$ cat src/rtl/dmem_ctrl.sv
// M-stage data-memory controller: req/ack handshake to a variable-latency bus, pipeline stall.
// Optional posted write buffer enabled by defining DMEM_WRITE_BUFFER_EN.
module dmem_ctrl #(
  parameter int unsigned ADDR_W         = 32,
  parameter int unsigned TIMEOUT_CYCLES = 64
) (
  input  logic              clk,
  input  logic              reset,
  input  logic              memread_m,
  input  logic              memwrite_m,
  input  logic [31:0]       ALUOutM,
  input  logic [31:0]       WriteDataM,
  output logic [31:0]       ReadDataM,
  output logic              stall_m,
  output logic              misalign_err,
  output logic              bus_err,
  output logic              mem_req,
  output logic              mem_we,
  output logic [ADDR_W-1:0] mem_addr,
  output logic [31:0]       mem_wdata,
  input  logic [31:0]       mem_rdata,
  input  logic              mem_ack
);

  localparam int unsigned CNT_W = $clog2(TIMEOUT_CYCLES) + 1;
  localparam logic [CNT_W-1:0] CNT_LAST = CNT_W'(TIMEOUT_CYCLES - 1);

  localparam logic [1:0] IDLE  = 2'd0;
  localparam logic [1:0] REQ   = 2'd1;
  localparam logic [1:0] DONE  = 2'd2;
`ifdef DMEM_WRITE_BUFFER_EN
  localparam logic [1:0] DRAIN = 2'd3;
`endif

  logic [1:0]        state_q, state_d;
  logic [CNT_W-1:0]  cnt_q, cnt_d;
  logic              req_q, req_d;
  logic              we_q, we_d;
  logic [ADDR_W-1:0] addr_q, addr_d;
  logic [31:0]       wdata_q, wdata_d;
  logic [31:0]       rdata_q, rdata_d;
  logic              mis_q, mis_d;
  logic              berr_q, berr_d;
  logic              stall;
  logic              access, is_store, aligned, timeout;

`ifdef DMEM_WRITE_BUFFER_EN
  // Buffer contents live in the bus address/data registers while the write drains.
  logic              wb_valid_q, wb_valid_d;
`endif

  assign access   = memread_m | memwrite_m;
  assign is_store = memwrite_m;
  assign aligned  = (ALUOutM[1:0] == 2'b00);
  assign timeout  = (cnt_q == CNT_LAST);

  always_comb begin
    state_d = state_q;
    cnt_d   = cnt_q;
    req_d   = req_q;
    we_d    = we_q;
    addr_d  = addr_q;
    wdata_d = wdata_q;
    rdata_d = rdata_q;
    mis_d   = 1'b0;
    berr_d  = 1'b0;
    stall   = 1'b0;
`ifdef DMEM_WRITE_BUFFER_EN
    wb_valid_d = wb_valid_q;
`endif
    case (state_q)
      IDLE: begin
        if (access) begin
          stall = 1'b1;
          if (!aligned) begin
            mis_d   = 1'b1;
            state_d = DONE;
            if (!is_store) rdata_d = 32'd0;
          end else begin
            req_d   = 1'b1;
            we_d    = is_store;
            addr_d  = {ALUOutM[ADDR_W-1:2], 2'b00};
            wdata_d = WriteDataM;
            cnt_d   = '0;
            state_d = REQ;
`ifdef DMEM_WRITE_BUFFER_EN
            if (is_store && !wb_valid_q) begin
              stall      = 1'b0;
              wb_valid_d = 1'b1;
              state_d    = DRAIN;
            end
`endif
          end
        end
      end
      REQ: begin
        stall = 1'b1;
        if (mem_ack) begin
          req_d   = 1'b0;
          state_d = DONE;
          if (!we_q) rdata_d = mem_rdata;
        end else if (timeout) begin
          req_d   = 1'b0;
          berr_d  = 1'b1;
          state_d = DONE;
          if (!we_q) rdata_d = 32'd0;
        end else begin
          cnt_d = cnt_q + 1'b1;
        end
      end
      DONE: state_d = IDLE;
`ifdef DMEM_WRITE_BUFFER_EN
      DRAIN: begin
        // A new access waits for the posted write, then restarts from IDLE.
        stall = access;
        if (mem_ack || timeout) begin
          req_d      = 1'b0;
          berr_d     = !mem_ack;
          wb_valid_d = 1'b0;
          state_d    = IDLE;
        end else begin
          cnt_d = cnt_q + 1'b1;
        end
      end
`endif
      default: state_d = IDLE;
    endcase
  end

  always_ff @(posedge clk or posedge reset) begin
    if (reset) begin
      state_q <= IDLE;
      cnt_q   <= '0;
      req_q   <= 1'b0;
      we_q    <= 1'b0;
      addr_q  <= '0;
      wdata_q <= 32'd0;
      rdata_q <= 32'd0;
      mis_q   <= 1'b0;
      berr_q  <= 1'b0;
    end else begin
      state_q <= state_d;
      cnt_q   <= cnt_d;
      req_q   <= req_d;
      we_q    <= we_d;
      addr_q  <= addr_d;
      wdata_q <= wdata_d;
      rdata_q <= rdata_d;
      mis_q   <= mis_d;
      berr_q  <= berr_d;
    end
  end

`ifdef DMEM_WRITE_BUFFER_EN
  always_ff @(posedge clk or posedge reset) begin
    if (reset) wb_valid_q <= 1'b0;
    else       wb_valid_q <= wb_valid_d;
  end
`endif

  // Reset gates the combinational stall so a held request cannot freeze the pipe.
  assign stall_m      = stall & ~reset;
  assign ReadDataM    = rdata_q;
  assign misalign_err = mis_q;
  assign bus_err      = berr_q;
  assign mem_req      = req_q;
  assign mem_we       = we_q;
  assign mem_addr     = addr_q;
  assign mem_wdata    = wdata_q;

endmodule

$ cat config.mk
export PLATFORM = sky130hd
export DESIGN_NAME = dmem_ctrl
export DESIGN_NICKNAME = d
export VERILOG_FILES = /design/src/rtl/dmem_ctrl.sv
export SDC_FILE = /design/constraint.sdc
export NUM_CORES = 1
export LEC_CHECK = 0
export CAP_MARGIN = 20
export CORE_ASPECT_RATIO = 0.9
export CORE_UTILIZATION = 46
export DETAILED_ROUTE_END_ITERATION = 10
export PLACE_DENSITY_LB_ADDON = 0.12
export SYNTH_ARGS = -nofsm -noshare
export SYNTH_HDL_FRONTEND = slang
export SYNTH_SLANG_ARGS = --single-unit
$ cat constraint.sdc
create_clock -name clk -period 5.86 [get_ports clk]
set_clock_uncertainty 0.15 [all_clocks]
set_input_delay 1.465 -clock clk [delete_from_list [all_inputs] [get_ports clk]]
set_output_delay 1.465 -clock clk [all_outputs]
set_load 0.1 [all_outputs]
======== After elaboration in Yosys (flattened, before gate mapping) ========
Cells that the tools add are included.
Widths: inputs -> output; s select.
storage, ports and cells
  flip-flop bits (word level) ............. 107
  latch bits .............................. 0
  RAM bits ................................ 0
  ROM bits ................................ 0
  word-level logic and storage cells ...... 62
  memories ................................ 0
cells by class
  add/sub/neg operators ................... 1
  multiply operators ...................... 0
  divide/modulo/power cells ............... 0
  order comparisons ....................... 0
  eq/ne operators ......................... 10
  shift-type cells ........................ 0
  multiplexer cells ....................... 31
  bitwise gates (word level) .............. 3
  reductions and logical operators ........ 8
operators with widths
  operator             number
  $mux 32              7
  $pmux 32 s2          1
  $mux 7               4
  $ne 2x2->1 const B   7
  $pmux 7 s2           1
  $mux 1               11
  $mux 2               4
  $add 7x1->7 const B  1
  $eq 7x6->1 const B   1
  $reduce_and 6->1     1
  $reduce_and 5->1     1
  $logic_not 2->1      2
  $pmux 1 s2           2
  $pmux 2 s2           1
  $reduce_and 4->1     1
  $ne 3x3->1 const B   1
  $reduce_and 3->1     1
  $eq 2x1->1 const B   1
  $reduce_and 2->1     1
  $reduce_bool 2->1    1
  $and 1x1->1          1
  $not 1->1            1
  $or 1x1->1           1

======== Logic depth before layout (Yosys ltp) ========
  depth in word-level cells ............... 4
  mapped depth ............................ 7

======== Worst setup path after synthesis ========
No wires, ideal clock.
  path type ............................... input-to-output
  start point ............................. in reset
  end point ............................... out stall_m
  data arrival time ....................... 3.528 ns
  data required time ...................... 4.245 ns
  slack ................................... 0.717 ns
  stages .................................. 1
  buffers on the path ..................... 0
  path through ............................ nor3_1
on the way
  word-level cells in the longest chain between the ends .. 2
ends and longest elaborated chain
  what         line  RTL
  from (decl)  8     input logic reset,
  $not 1->1    162   assign stall_m = stall & ~reset;
  $and 1x1->1  162
  to (decl)    14    output logic stall_m,
Every way passes these cells.

======== Final worst setup path ========
  start point ............................. in memread_m
  end point ............................... out stall_m
on the way
  word-level cells in the longest chain between the ends .. 4
ends and longest elaborated chain
  what         line  RTL
  from (decl)  9     input logic memread_m,
  $or 1x1->1   52    assign access = memread_m | memwrite_m;
  $mux 1       73    if (access) begin
  $pmux 1 s2   71    case (state_q)
  $and 1x1->1  162
Every way passes these cells.

==> results.md <==
Detailed routing:
- The iteration count of the initial detailed-routing pass is 4.
- The count of nets left with antenna violations once routing finished came out at 0.
- After detailed routing, the average wire length per cell comes to 14.05 um.
- The DRC violation count after routing is 0.
- The number of vias per cell is 4.915.
- The number of violations reported at the end of detailed-routing iteration 0 is 223.
- For this block, the routed nets add up to 11560 um of wire.
- The total via count in the routed design is 4045.

Critical path:
- Counting stages on the worst path, the most repeated cell is sky130_fd_sc_hd__nor3_1.
- Across all register-to-register paths, the minimum setup slack is 3370 ps.
- The highest net fanout along the worst path is 5.
- The critical path goes through clkdlybuf4s50_1 -> nor3_1 -> nor3_1 -> buf_4.
- The worst reg2reg path startpoint is state_q[1].
- On the critical path, the stage with the largest delay is an instance of sky130_fd_sc_hd__clkdlybuf4s50_1.
- Counting both buffers and inverters, the worst setup path holds a total of 2.
- The arrival time reported for the critical path endpoint is 2640 ps.
- The category of cells accounting for the largest share of critical-path delay is buffers and inverters.
- The endpoint identified for the worst register-to-register timing path is cnt_q[2].
- STA classifies the critical path startpoint as a primary input.
- The critical path is of the primary input to output port type.
- The endpoint required time on the critical path is 4240 ps.
- The worst register-to-register path has a depth of 5.
- In this design, the stage delay of the slowest critical-path cell is 610 ps.
- The nature of the critical path endpoint is an output port.

Placed design:
- The number of input and output port buffers inserted is 199.
- The final estimated routing congestion in global placement is 0.7601.
- Detailed placement ended at an HPWL of 8063 um.

Timing:
- The clock period could shrink to 4259 ps.
- Setup total negative slack on the finished layout was measured at 0 ps.
- Of the available clock period, the critical path in the final layout requires 0.7267.
- The max-slew headroom at the worst pin is 0.2975.
- Setup repair after global routing left no endpoint under its margin.
- The max-slew violation count came to 0.
- The number of endpoints failing setup at the final stage is 0.
- The final number of hold-violating endpoints is 0.
- For the pin with the worst max-slew slack, the measured transition is 1054 ps.
- Static timing analysis puts the maximum clock frequency at 0.2348 GHz.

Global route:
- The overall overflow remaining after global route is 0.
- For this run, the total global-route usage over all layers was measured as 0.2273.
- The number of global-route vias before repair came to 3943.
- The number of antenna violations at the first check in global routing is 0.
- The first global-routing pass estimated 18930 um of wire.
- The pin count of the biggest net entering global routing is 79.

Yosys:
- During synthesis, Yosys emitted a total of 0 warnings.
- The most area-hungry cell type in the Yosys netlist is sky130_fd_sc_hd__dfrtp_1.
- The average size of a mapped cell is 9.171 sq um.
- Yosys attributes the largest share of cell area to sky130_fd_sc_hd__dfrtp_1 58%, sky130_fd_sc_hd__nand2_1 21%, sky130_fd_sc_hd__a21o_1 5.2%, sky130_fd_sc_hd__o21ai_0 3.6%, sky130_fd_sc_hd__buf_12 2.6%.
- The number of distinct library cells after synthesis is 35.
- For this run, the register share of the synthesized area comes to 0.5770.
- The synthesized area is 4641 sq um.
- Counting flops and latches in the post-synthesis netlist gives 107.
- The proportion of netlist area held by the largest area contributor is 0.5770.
- The number of standard cells after synthesis is 506.

Floorplanning:
- The row count is 34.
- The height of the die is 97.29 um.
- Pin placement for this block handled 202 I/O pins.
- For this configuration, the core starts out at a cell density of 0.4764.
- The core region is 9742 sq um.
- The area enclosed by the die boundary is 10490 sq um.
- From left edge to right edge, the die measures 107.9 um.

Clocking:
- TritonCTS built the clock tree.
- Clock-pin slew was measured on the worst setup and hold paths at 100 ps.
- The number of buffers between clock root and the deepest sink is 2.
- The sink count of the clock tree is 107.
- The later pin in the worst-skew pair is clocked with a latency of 370 ps.
- The count of cells resized by post-cts repair is 0.
- The root buffer cell is sky130_fd_sc_hd__clkbuf_8.
- The number of buffers inserted during clock tree synthesis is 9.
- The CTS H-tree depth is 3.
- The number of setup buffers added after CTS is 0.
- The quantity of hold-fixing buffers added after cts is 0.

Flow run:
- Across the run, the number of max-cap violations was 0.

Cells and area:
- 0 antenna diodes ended up in the layout.
- The share of final-layout standard cells stronger than drive strength 1 is 0.04591.
- Leaving out fill and tap cells, the most frequent cell in the layout is sky130_fd_sc_hd__nand2_1.
- In the layout the commonest cells are 255 x sky130_fd_sc_hd__nand2_1, 198 x sky130_fd_sc_hd__clkdlybuf4s50_1, 106 x sky130_fd_sc_hd__dfrtp_1, 33 x sky130_fd_sc_hd__o21ai_0, 32 x sky130_fd_sc_hd__a21o_1.
- The share of the core filled with cells in the final layout is 0.7049.
- The area added between synthesis and finish is 47.96%.
- The number of nets in the layout is 794.

Worst hold path:
- For hold timing, the worst endpoint is mem_addr[7].
- The worst hold path begins at mem_addr[7].
- The kind of path behind the tightest hold check is register to register.
- The instance count along the most critical hold path is 2.

Run status:
- The run finished with clean final reports.
## stage by stage
step                      setup slack (ps)  hold slack, ps  cells  area [sq um]
after global placement                1646           306.6    804          6573
after detailed placement              1631           311.2    804          6573
after floorplan                      716.8           328.2    507          4644
after global routing                  1541           361.6    823          6867
final                                 1601           334.5    823          6867
after CTS                             1634           339.5    820          6804
## Yosys cell counts
cell,number
sky130_fd_sc_hd__buf_4,2
sky130_fd_sc_hd__a22o_2,1
sky130_fd_sc_hd__o211ai_1,3
sky130_fd_sc_hd__nor3b_1,2
sky130_fd_sc_hd__a21o_1,32
sky130_fd_sc_hd__a21oi_1,2
sky130_fd_sc_hd__conb_1,1
sky130_fd_sc_hd__buf_6,5
sky130_fd_sc_hd__ha_1,1
sky130_fd_sc_hd__o31ai_1,2
sky130_fd_sc_hd__nor2_1,7
sky130_fd_sc_hd__o32ai_2,1
sky130_fd_sc_hd__nor2b_1,2
sky130_fd_sc_hd__mux2i_1,1
sky130_fd_sc_hd__o21ai_0,33
sky130_fd_sc_hd__and2b_1,1
sky130_fd_sc_hd__nor4_4,1
sky130_fd_sc_hd__a211oi_1,1
sky130_fd_sc_hd__clkbuf_1,13
sky130_fd_sc_hd__or3_1,2
sky130_fd_sc_hd__and2_1,1
sky130_fd_sc_hd__nand3_1,4
sky130_fd_sc_hd__nand2b_4,1
sky130_fd_sc_hd__nand2_1,255
sky130_fd_sc_hd__inv_1,3
sky130_fd_sc_hd__buf_2,5
sky130_fd_sc_hd__buf_12,6
sky130_fd_sc_hd__and3b_1,1
sky130_fd_sc_hd__dfrtp_1,107
sky130_fd_sc_hd__o31ai_2,1
sky130_fd_sc_hd__a32o_1,1
sky130_fd_sc_hd__o21ai_2,1
sky130_fd_sc_hd__nand4b_1,1
sky130_fd_sc_hd__nor4_1,2
sky130_fd_sc_hd__nor3_1,4
## per-layer routing
metal / vias up / track usage / routed length (um)
met4: 0 / 0.05901 / 107
met5: - / 0 / 0
li1: 1982 / - / -
met2: 131 / 0.3915 / 5806
met1: 1920 / 0.2885 / 4896
met3: 12 / 0.04963 / 751
## registers in the layout, summed over array words and instances, names as in the netlist
| name | count |
|---|---|
| ReadDataM | 32 |
| bus_err | 1 |
| cnt_q | 7 |
| mem_addr | 30 |
| mem_req | 1 |
| mem_wdata | 32 |
| mem_we | 1 |
| misalign_err | 1 |
| state_q | 2 |
## kinds of logic (layout without fill, tap and decap cells)
kind of cell / count (synthesis) / in the layout / share of synthesized area
muxes: 1 / 1 / 0.002157
AOI/OAI and AO/OA: 78 / 78 / 0.1116
and+or+nand+nor: 284 / 284 / 0.2462
buffers and inverters: 34 / 224 / 0.05958
DFF: 107 / 107 / 0.5770
other: 1 / 2 / 0.0008081
adders and majority gates: 1 / 1 / 0.002696
## cell type report
type                    count  area, sq um
clock buffers               9        123.9
repair buffers            205         2074
flip-flops and latches    107         2679
inverters                   3        13.76
clock inverters             7        107.6
multi-input cells         366         1710
fillers                   783         2875
well taps                 126        157.7
## worst register-to-register path, delay by kind of cell (launching register included)
family	cells	cell delay, ps
AO/OA/AOI/OAI	3	460
AND/OR/NAND/NOR	1	160
flip-flops	1	1070
buffers and inverters	1	570
## worst max path at each step
stage | start | to | cells past startpoint | slack [ps]
floorplan | reset | stall_m | 1 | 720
global placement | memread_m | stall_m | 4 | 1650
detailed placement | memread_m | stall_m | 4 | 1630
CTS | memread_m | stall_m | 4 | 1630
global route | memwrite_m | stall_m | 4 | 1540
finish | memread_m | stall_m | 4 | 1600
Power is not shown: default switching activity piles up to over one toggle a cycle in this logic, so the estimate is an artifact.
